## config.mk

```make
export PLATFORM = sky130hd
export DESIGN_NAME = uart_rx_fsm
export DESIGN_NICKNAME = d
export VERILOG_FILES = /design/src/rtl/uart_pkg.sv /design/src/rtl/edge_bit_counter.sv /design/src/rtl/uart_rx_fsm.sv
export SDC_FILE = /design/constraint.sdc
export NUM_CORES = 1
export LEC_CHECK = 0
export ABC_AREA = 1
export CORE_MARGIN = 2
export CORE_UTILIZATION = 52
export DETAILED_ROUTE_END_ITERATION = 10
export PLACE_DENSITY = 0.86
export SYNTH_ARGS = -nofsm -noshare
export SYNTH_HDL_FRONTEND = slang
export SYNTH_SLANG_ARGS = --single-unit
```

## constraint.sdc

```tcl
create_clock -name CLK -period 2.7 [get_ports CLK]
set_input_delay 0.405 -clock CLK [delete_from_list [all_inputs] [get_ports CLK]]
set_output_delay 0.405 -clock CLK [all_outputs]
set_load 0.02 [all_outputs]
```

## src/rtl/uart_pkg.sv

```systemverilog
// Shared definitions for the UART receive path: FSM state encoding,
// legal oversampling ratios and the default frame width.
package uart_pkg;

    typedef enum logic [2:0] {
        ST_IDLE,
        ST_START,
        ST_DATA,
        ST_PARITY,
        ST_STOP,
        ST_VALID
    } rx_state_t;

    localparam int unsigned DATA_WIDTH_DEF = 8;
    localparam int unsigned BIT_CNT_W      = 4;
    localparam int unsigned PRESCALE_8     = 8;
    localparam int unsigned PRESCALE_16    = 16;
    localparam int unsigned PRESCALE_32    = 32;

    // States in which the line is being sampled and the edge counter runs.
    function automatic logic is_active(input rx_state_t s);
        return s inside {ST_START, ST_DATA, ST_PARITY, ST_STOP};
    endfunction

endpackage

```

## src/rtl/edge_bit_counter.sv

```systemverilog
// Oversample edge counter and data bit counter, sequenced by the RX FSM.
module edge_bit_counter
    import uart_pkg::*;
#(
    parameter int unsigned PRESCALE_W = 6
) (
    input  logic                  clk,
    input  logic                  rst,
    input  logic                  edge_en,
    input  logic                  bit_clr,
    input  logic                  bit_inc,
    input  logic [PRESCALE_W-1:0] prescale,
    output logic                  edge_last_c,
    output logic [PRESCALE_W-1:0] edge_nxt_c,
    output logic [PRESCALE_W-1:0] edge_cnt,
    output logic [BIT_CNT_W-1:0]  bit_cnt
);

    always_comb begin
        edge_last_c = (edge_cnt == (prescale - PRESCALE_W'(1)));
        edge_nxt_c  = (edge_en && !edge_last_c) ? edge_cnt + PRESCALE_W'(1) : '0;
    end

    always_ff @(posedge clk or posedge rst) begin
        if (rst) begin
            edge_cnt <= '0;
            bit_cnt  <= '0;
        end else begin
            edge_cnt <= edge_nxt_c;
            if (bit_clr) begin
                bit_cnt <= '0;
            end else if (bit_inc) begin
                bit_cnt <= bit_cnt + BIT_CNT_W'(1);
            end
        end
    end

endmodule

```

## src/rtl/uart_rx_fsm.sv

```systemverilog
// UART receive controller: start detection, per-frame sequencing of the
// sampler/deserializer/checkers, and the data_valid / frame_err report.
module uart_rx_fsm
    import uart_pkg::*;
#(
    parameter int unsigned DATA_WIDTH = DATA_WIDTH_DEF,
    parameter int unsigned PRESCALE_W = 6
) (
    input  logic                  CLK,
    input  logic                  RST,
    input  logic                  RX_IN,
    input  logic                  PAR_EN,
    input  logic [PRESCALE_W-1:0] PRESCALE,
    input  logic                  strt_glitch,
    input  logic                  par_err,
    input  logic                  stp_err,
    output logic                  dat_samp_en,
    output logic                  deser_en,
    output logic                  strt_chk_en,
    output logic                  par_chk_en,
    output logic                  stp_chk_en,
    output logic [PRESCALE_W-1:0] edge_cnt,
    output logic [BIT_CNT_W-1:0]  bit_cnt,
    output logic                  data_valid,
    output logic                  frame_err
);

    rx_state_t             state;
    rx_state_t             state_nxt;
    logic                  err_flag;
    logic                  err_nxt;
    logic                  par_en_q;
    logic [PRESCALE_W-1:0] prescale_q;
    logic                  start_go;
    logic                  frame_err_nxt;
    logic                  bit_clr;
    logic                  bit_inc;
    logic                  edge_last;
    logic                  chk_nxt;
    logic [PRESCALE_W-1:0] edge_nxt;

    edge_bit_counter #(
        .PRESCALE_W (PRESCALE_W)
    ) u_cnt (
        .clk         (CLK),
        .rst         (RST),
        .edge_en     (is_active(state)),
        .bit_clr     (bit_clr),
        .bit_inc     (bit_inc),
        .prescale    (prescale_q),
        .edge_last_c (edge_last),
        .edge_nxt_c  (edge_nxt),
        .edge_cnt    (edge_cnt),
        .bit_cnt     (bit_cnt)
    );

    // Next-state and counter control.
    always_comb begin
        state_nxt     = state;
        err_nxt       = err_flag;
        frame_err_nxt = 1'b0;
        bit_clr       = 1'b0;
        bit_inc       = 1'b0;
        start_go      = 1'b0;
        case (state)
            ST_IDLE: begin
                if (!RX_IN) begin
                    state_nxt = ST_START;
                    start_go  = 1'b1;
                end
            end
            ST_START: begin
                if (edge_last) begin
                    if (strt_glitch) begin
                        state_nxt = ST_IDLE;
                    end else begin
                        state_nxt = ST_DATA;
                        bit_clr   = 1'b1;
                    end
                end
            end
            ST_DATA: begin
                if (edge_last) begin
                    bit_inc = 1'b1;
                    if (bit_cnt == BIT_CNT_W'(DATA_WIDTH - 1)) begin
                        state_nxt = par_en_q ? ST_PARITY : ST_STOP;
                    end
                end
            end
            ST_PARITY: begin
                if (edge_last) begin
                    state_nxt = ST_STOP;
                    if (par_err) begin
                        err_nxt = 1'b1;
                    end
                end
            end
            ST_STOP: begin
                if (edge_last) begin
                    if (stp_err || err_flag) begin
                        state_nxt     = ST_IDLE;
                        frame_err_nxt = 1'b1;
                    end else begin
                        state_nxt = ST_VALID;
                    end
                end
            end
            ST_VALID: begin
                if (!RX_IN) begin
                    state_nxt = ST_START;
                    start_go  = 1'b1;
                end else begin
                    state_nxt = ST_IDLE;
                end
            end
            default: state_nxt = ST_IDLE;
        endcase
        if (start_go) begin
            err_nxt = 1'b0;
        end
        chk_nxt = (edge_nxt == (prescale_q - PRESCALE_W'(2)));
    end

    // Outputs are registered from the next state/edge so they line up with
    // the state and counter they describe.
    always_ff @(posedge CLK or posedge RST) begin
        if (RST) begin
            state       <= ST_IDLE;
            err_flag    <= 1'b0;
            par_en_q    <= 1'b0;
            prescale_q  <= PRESCALE_W'(PRESCALE_8);
            dat_samp_en <= 1'b0;
            strt_chk_en <= 1'b0;
            deser_en    <= 1'b0;
            par_chk_en  <= 1'b0;
            stp_chk_en  <= 1'b0;
            data_valid  <= 1'b0;
            frame_err   <= 1'b0;
        end else begin
            state    <= state_nxt;
            err_flag <= err_nxt;
            if (start_go) begin
                par_en_q   <= PAR_EN;
                prescale_q <= PRESCALE;
            end
            dat_samp_en <= is_active(state_nxt);
            strt_chk_en <= (state_nxt == ST_START)  && chk_nxt;
            deser_en    <= (state_nxt == ST_DATA)   && chk_nxt;
            par_chk_en  <= (state_nxt == ST_PARITY) && chk_nxt;
            stp_chk_en  <= (state_nxt == ST_STOP)   && chk_nxt;
            data_valid  <= (state_nxt == ST_VALID);
            frame_err   <= frame_err_nxt;
        end
    end

endmodule

```

# Word level (Yosys, flattened, before mapping)
# Cells that the tools add are included.
[word_totals] register_bits=28 out_inout_bits=17
[op_classes] n_addsub=4 n_eq_ne=13 mux=28 reduce_logical=16
[op_table] cell="$mux 3" n=8
[op_table] cell="$pmux 3 s6" n=1
[op_table] cell="$mux 1" n=15
[op_table] cell="$eq 3x2->1 const B" n=4
[op_table] cell="$eq 3x3->1 const B" n=4
[op_table] cell="$eq 6x6->1" n=2
[op_table] cell="$mux 4" n=2
[op_table] cell="$reduce_bool 2->1" n=4
[op_table] cell="$reduce_bool 4->1" n=2
[op_table] cell="$add 6x1->6 const B" n=1
[op_table] cell="$eq 3x1->1 const B" n=2
[op_table] cell="$mux 6" n=1
[op_table] cell="$sub 6x1->6 const B" n=1
[op_table] cell="$sub 6x2->6 const B" n=1
[op_table] cell="$logic_and 1x1->1" n=5
[op_table] cell="$add 4x1->4 const B" n=1
[op_table] cell="$eq 4x3->1 const B" n=1
[op_table] cell="$logic_not 3->1" n=1
[op_table] cell="$reduce_and 3->1" n=1
[op_table] cell="$mux 2" n=1
[op_table] cell="$reduce_or 2->1" n=1
[op_table] cell="$logic_not 1->1" n=1
[op_table] cell="$logic_or 1x1->1" n=1

# Longest topological paths before layout
[depth] ltp_word=7 ltp_mapped=17 depth_no_buf=17

# By module
# A second synthesis with hierarchy kept.
[hier_totals] hier_cells=226 area_unflattened_um2=1676.6
[modules_own_cells] mod="uart_rx_fsm" instances=1 cells_per_inst=123 area_per_inst_um2=982.2 seq_area_each_um2=451.7
[modules_own_cells] mod="edge_bit_counter" instances=1 cells_per_inst=103 area_per_inst_um2=694.4 seq_area_each_um2=250.2

# Least setup slack after synthesis
# No wires, ideal clock.
[synth_path] path_type="reg-to-reg" start="register prescale_q[1]" end="register dat_samp_en" setup_ns=0.120 arrival_time_ns=1.757 t_required_ns=2.580 slack_ns=0.823 path_stages_with_launch=12 synth_period_minus_slack_ns=1.877 path_cell_list="dfrtp_1 inv_1 ha_1 xor2_1 nand3_1 nor2_2 nand3_2 buf_6 a21oi_4 nand3_1 o21ai_1 nand2_1"
[synth_between] elab_chain_cells=6
[synth_lines] element="start: declaration" line_no="uart_rx_fsm.sv:33" source="logic [PRESCALE_W-1:0] prescale_q;"
[synth_lines] element="start signal: assignment" line_no="uart_rx_fsm.sv:131" source="prescale_q <= PRESCALE_W'(PRESCALE_8);"
[synth_lines] element="$sub 6x1->6 *" line_no="edge_bit_counter.sv:20" source="edge_last_c = (edge_cnt == (prescale - PRESCALE_W'(1)));"
[synth_lines] element="$eq 6x6->1 *" line_no="edge_bit_counter.sv:20"
[synth_lines] element="$mux 3, on equally long branches"
[synth_lines] element="$pmux 3 s6 *" line_no="uart_rx_fsm.sv:65" source="case (state)"
[synth_lines] element="named net state_nxt[0]" line_no="uart_rx_fsm.sv:29" source="rx_state_t state_nxt;"
[synth_lines] element="$eq 3x1->1 (tied with other cells)" line_no="uart_pkg.sv:22" source="return s inside {ST_START, ST_DATA, ST_PARITY, ST_STOP};"
[synth_lines] element="$reduce_bool 4->1 *" line_no="uart_pkg.sv:22"
[synth_lines] element="end signal: assignment" line_no="uart_rx_fsm.sv:146" source="dat_samp_en <= is_active(state_nxt);"
[synth_lines] element="end: declaration" line_no="uart_rx_fsm.sv:17" source="output logic dat_samp_en,"
# Mark *: on every way through the listed nets, which the timed path passes. The rest lies on a longest branch.
# A chain may end at the register's enable or synchronous reset.

# Worst setup path in the final report
# Ends and elaborated chain as after synthesis.

==> metrics.csv <==
stage;metric;value;unit
sta;hold_viol_final;0;
sta;hold_slack;430.6;ps
sta;rsz0062_at_grt;no;
cts;cts_buffers;3;
die;die_y;60.93;um
route;first_pass_iters;4;
cts;cts-root-buf;clkbuf_4;
route;drcViolationCount;0;
setup_path;worstSetupEndpointType;flip-flop;
setup_path;critPathMaxFanout;15;
setup_path;arrival;2580;ps
setup_path;cp.required;2960;ps
sta;slew-limit-headroom;0.5717;
die;initial_core_util;0.5476;
finish;fin_cells;304;
logic_synthesis;postSynthAreaPerCell;7.392;um2
route;vias;1582;
cts;cts.sinks;28;
sta;timing.fmax;430.4;MHz
run_status;status;completed;
worst_hold_path;hp-class;input pin to asynchronous set/reset pin;
route;wl_per_cell;12.41;um
global_routing;antenna_found_initial;0;
finish;fin_area;0.002083;mm2
cts;post_cts_buffers;0;
global_routing;grt_max_degree;18;
finish;n_fill_cell;256;
route;first_iter_violations;72;
route;wl;3774;um
pwr;p_per_area;1060;mW/mm2
setup_path;crit_path_start_kind;flip-flop;
route;viasPerCell;5.204;
placement;placedCellCount;300;
sta;finalCritPeriodShare;0.8606;
die;core;0.003078;mm2
finish;drive_gt1_frac;0.06923;
cts;clkLatencyLatePin;340;ps
placement;place_area;0.002023;mm2
die;die_area;0.003712;mm2
cts;cts_buffer_depth;2;
placement;place_ws;278.6;ps
finish;n_antenna_cell;0;
placement;routabilityCongestion;0.8594;
sta;finalSetupTns;0;ps
logic_synthesis;syn_area;0.001685;mm2
route;antenna_left;0;
sta;finalSetupViolations;0;
cts;tritoncts;done;
global_routing;grt_pass1_wl;6141;um
logic_synthesis;ys_warn_count;0;
sta;timing.final.ws_setup;376.5;ps
global_routing;globalRouteOverflowTotal;0;
cts;h-tree-depth;1;
sta;finalMaxSlewViolations;0;
die;io-pin-count;30;
logic_synthesis;syn_nets;246;
sta;worst_pin_slew;641.8;ps
pwr;leakage;1.076;nW
die;rows;20;
placement;hpwl;2749;um
finish;num-nets-final;279;
sta;period_needed;2324;ps
cts;clk_pin_slew_worst_paths;170;ps
pwr;vdd_ir_drop_max;0.0006225;V
placement;io_buffer_count;29;
logic_synthesis;seq_area_frac_synth;0.4165;
finish;syn_to_final_growth;23.61;%
sta;fin_skew;11.56;ps
global_routing;grt_pass1_vias;1475;
die;die_w;60.93;um
setup_path;crit_type;flip-flop to flip-flop;
logic_synthesis;synth.distinct_cells;24;
flow_run;drv_cap;0;
global_routing;gr-usage-all-layers;0.2207;
logic_synthesis;synth-seq-cells;28;
logic_synthesis;syn_inst;228;
finish;fin_util;0.6768;
pwr;power.total;2.208;mW
-- synthesized netlist by cell type --
cell	count	share of area
dfstp_2	1	0.016
a21oi_4	1	0.0097
nor2_1	22	0.049
ha_1	5	0.037
a21oi_1	4	0.012
o21ai_1	2	0.0059
o21ai_2	2	0.010
nor2_4	1	0.0067
o21bai_1	1	0.0045
nand4_1	5	0.019
inv_1	41	0.091
nand2_2	3	0.011
xnor2_1	3	0.016
nor3_1	5	0.015
buf_6	1	0.0067
nor2_2	1	0.0037
xor2_1	8	0.042
nand2_1	60	0.13
clkbuf_1	1	0.0022
dfrtp_1	27	0.40
o21ai_0	10	0.030
nand3_1	20	0.059
inv_2	1	0.0022
nand3_2	3	0.018
-- layout make-up --
| cell class | instances | area, um2 | share of cell area |
|---|---|---|---|
| Clock buffer | 3 | 22.52 | 0.01081 |
| Clock inverter | 1 | 30.03 | 0.01441 |
| Inverter | 42 | 157.7 | 0.07568 |
| Multi-Input combinational cell | 156 | 818.3 | 0.3928 |
| Sequential cell | 28 | 701.9 | 0.3369 |
| Tap cell | 44 | 55.05 | 0.02643 |
| Timing Repair Buffer | 30 | 297.8 | 0.1429 |
-- flip-flops by register name, indices dropped and copies added (netlist names) --
register / flops
dat_samp_en: 1
data_valid: 1
deser_en: 1
err_flag: 1
frame_err: 1
par_chk_en: 1
par_en_q: 1
prescale_q: 6
state: 3
stp_chk_en: 1
strt_chk_en: 1
u_cnt.bit_cnt: 4
u_cnt.edge_cnt: 6
-- critical path, cell delays in order, from the launching register on --
cell and delay (ps):
dfrtp_1 420, inv_1 170, ha_1 270, xor2_1 130, nand3_1 120, nor2_2 180, nand3_4 200, inv_2 200
nand3_1 190, nand2_2 150, inv_1 70, nand3_2 80, nand2_1 50
-- path summary, 6_finish.rpt --
path,depth (start not counted),slack (ps),from,to
min in group CLK,2,540,err_flag,err_flag
worst max register to register,12,380,prescale_q[1],dat_samp_en
worst min-delay path,2,430,RST,deser_en
max in group asynchronous,3,1640,RST,err_flag
worst max-delay path,12,380,prescale_q[1],dat_samp_en
worst min register to register,2,540,err_flag,err_flag
-- cell usage in the layout, fill, tap and decap left out, types with 2 or more instances in the layout --
master,Yosys,routed
inv_1,41,41
o21ai_0,10,10
xnor2_1,3,3
o21ai_2,2,2
nand2_1,60,60
clkbuf_4,0,3
nor3_1,5,5
clkdlybuf4s50_1,0,29
xor2_1,8,8
a21oi_1,4,4
nand4_1,5,5
ha_1,5,5
nand2_2,3,3
nor2_1,22,22
nand3_2,3,2
dfrtp_1,27,27
o21ai_1,2,2
nand3_1,20,20
-- power breakdown --
group	internal (mW)	leakage (nW)	total, mW	switching, mW
registers	0.550	0.356	0.676	0.126
logic	0.469	0.692	1.25	0.777
clock network	0.150	0.0279	0.286	0.136
-- cell families (layout without fill, tap and decap cells) --
family / after synthesis / count (layout) / share of synthesized area
XOR/XNOR: 11 / 11 / 0.05717
adder cells (fa/ha/maj): 5 / 5 / 0.03712
AO/OA/AOI/OAI: 20 / 20 / 0.07202
flip-flops: 28 / 28 / 0.4165
buffers and inverters: 44 / 76 / 0.1024
AND/OR/NAND/NOR: 120 / 120 / 0.3148
-- layer usage --
layer | up-vias | GRT usage | wire, um
li1 | 773 | - | -
met1 | 721 | 0.2917 | 1587
met2 | 84 | 0.3625 | 1798
met3 | 4 | 0.04051 | 346
met4 | 0 | 0.08075 | 42
met5 | - | 0 | 0
-- what timing repair did --
action | CTS | global route
setup endpoints to repair | 0 | 4
hold buffers | 0 | 0
gates resized for setup | 0 | 1
(Power assumes the default switching activity.)
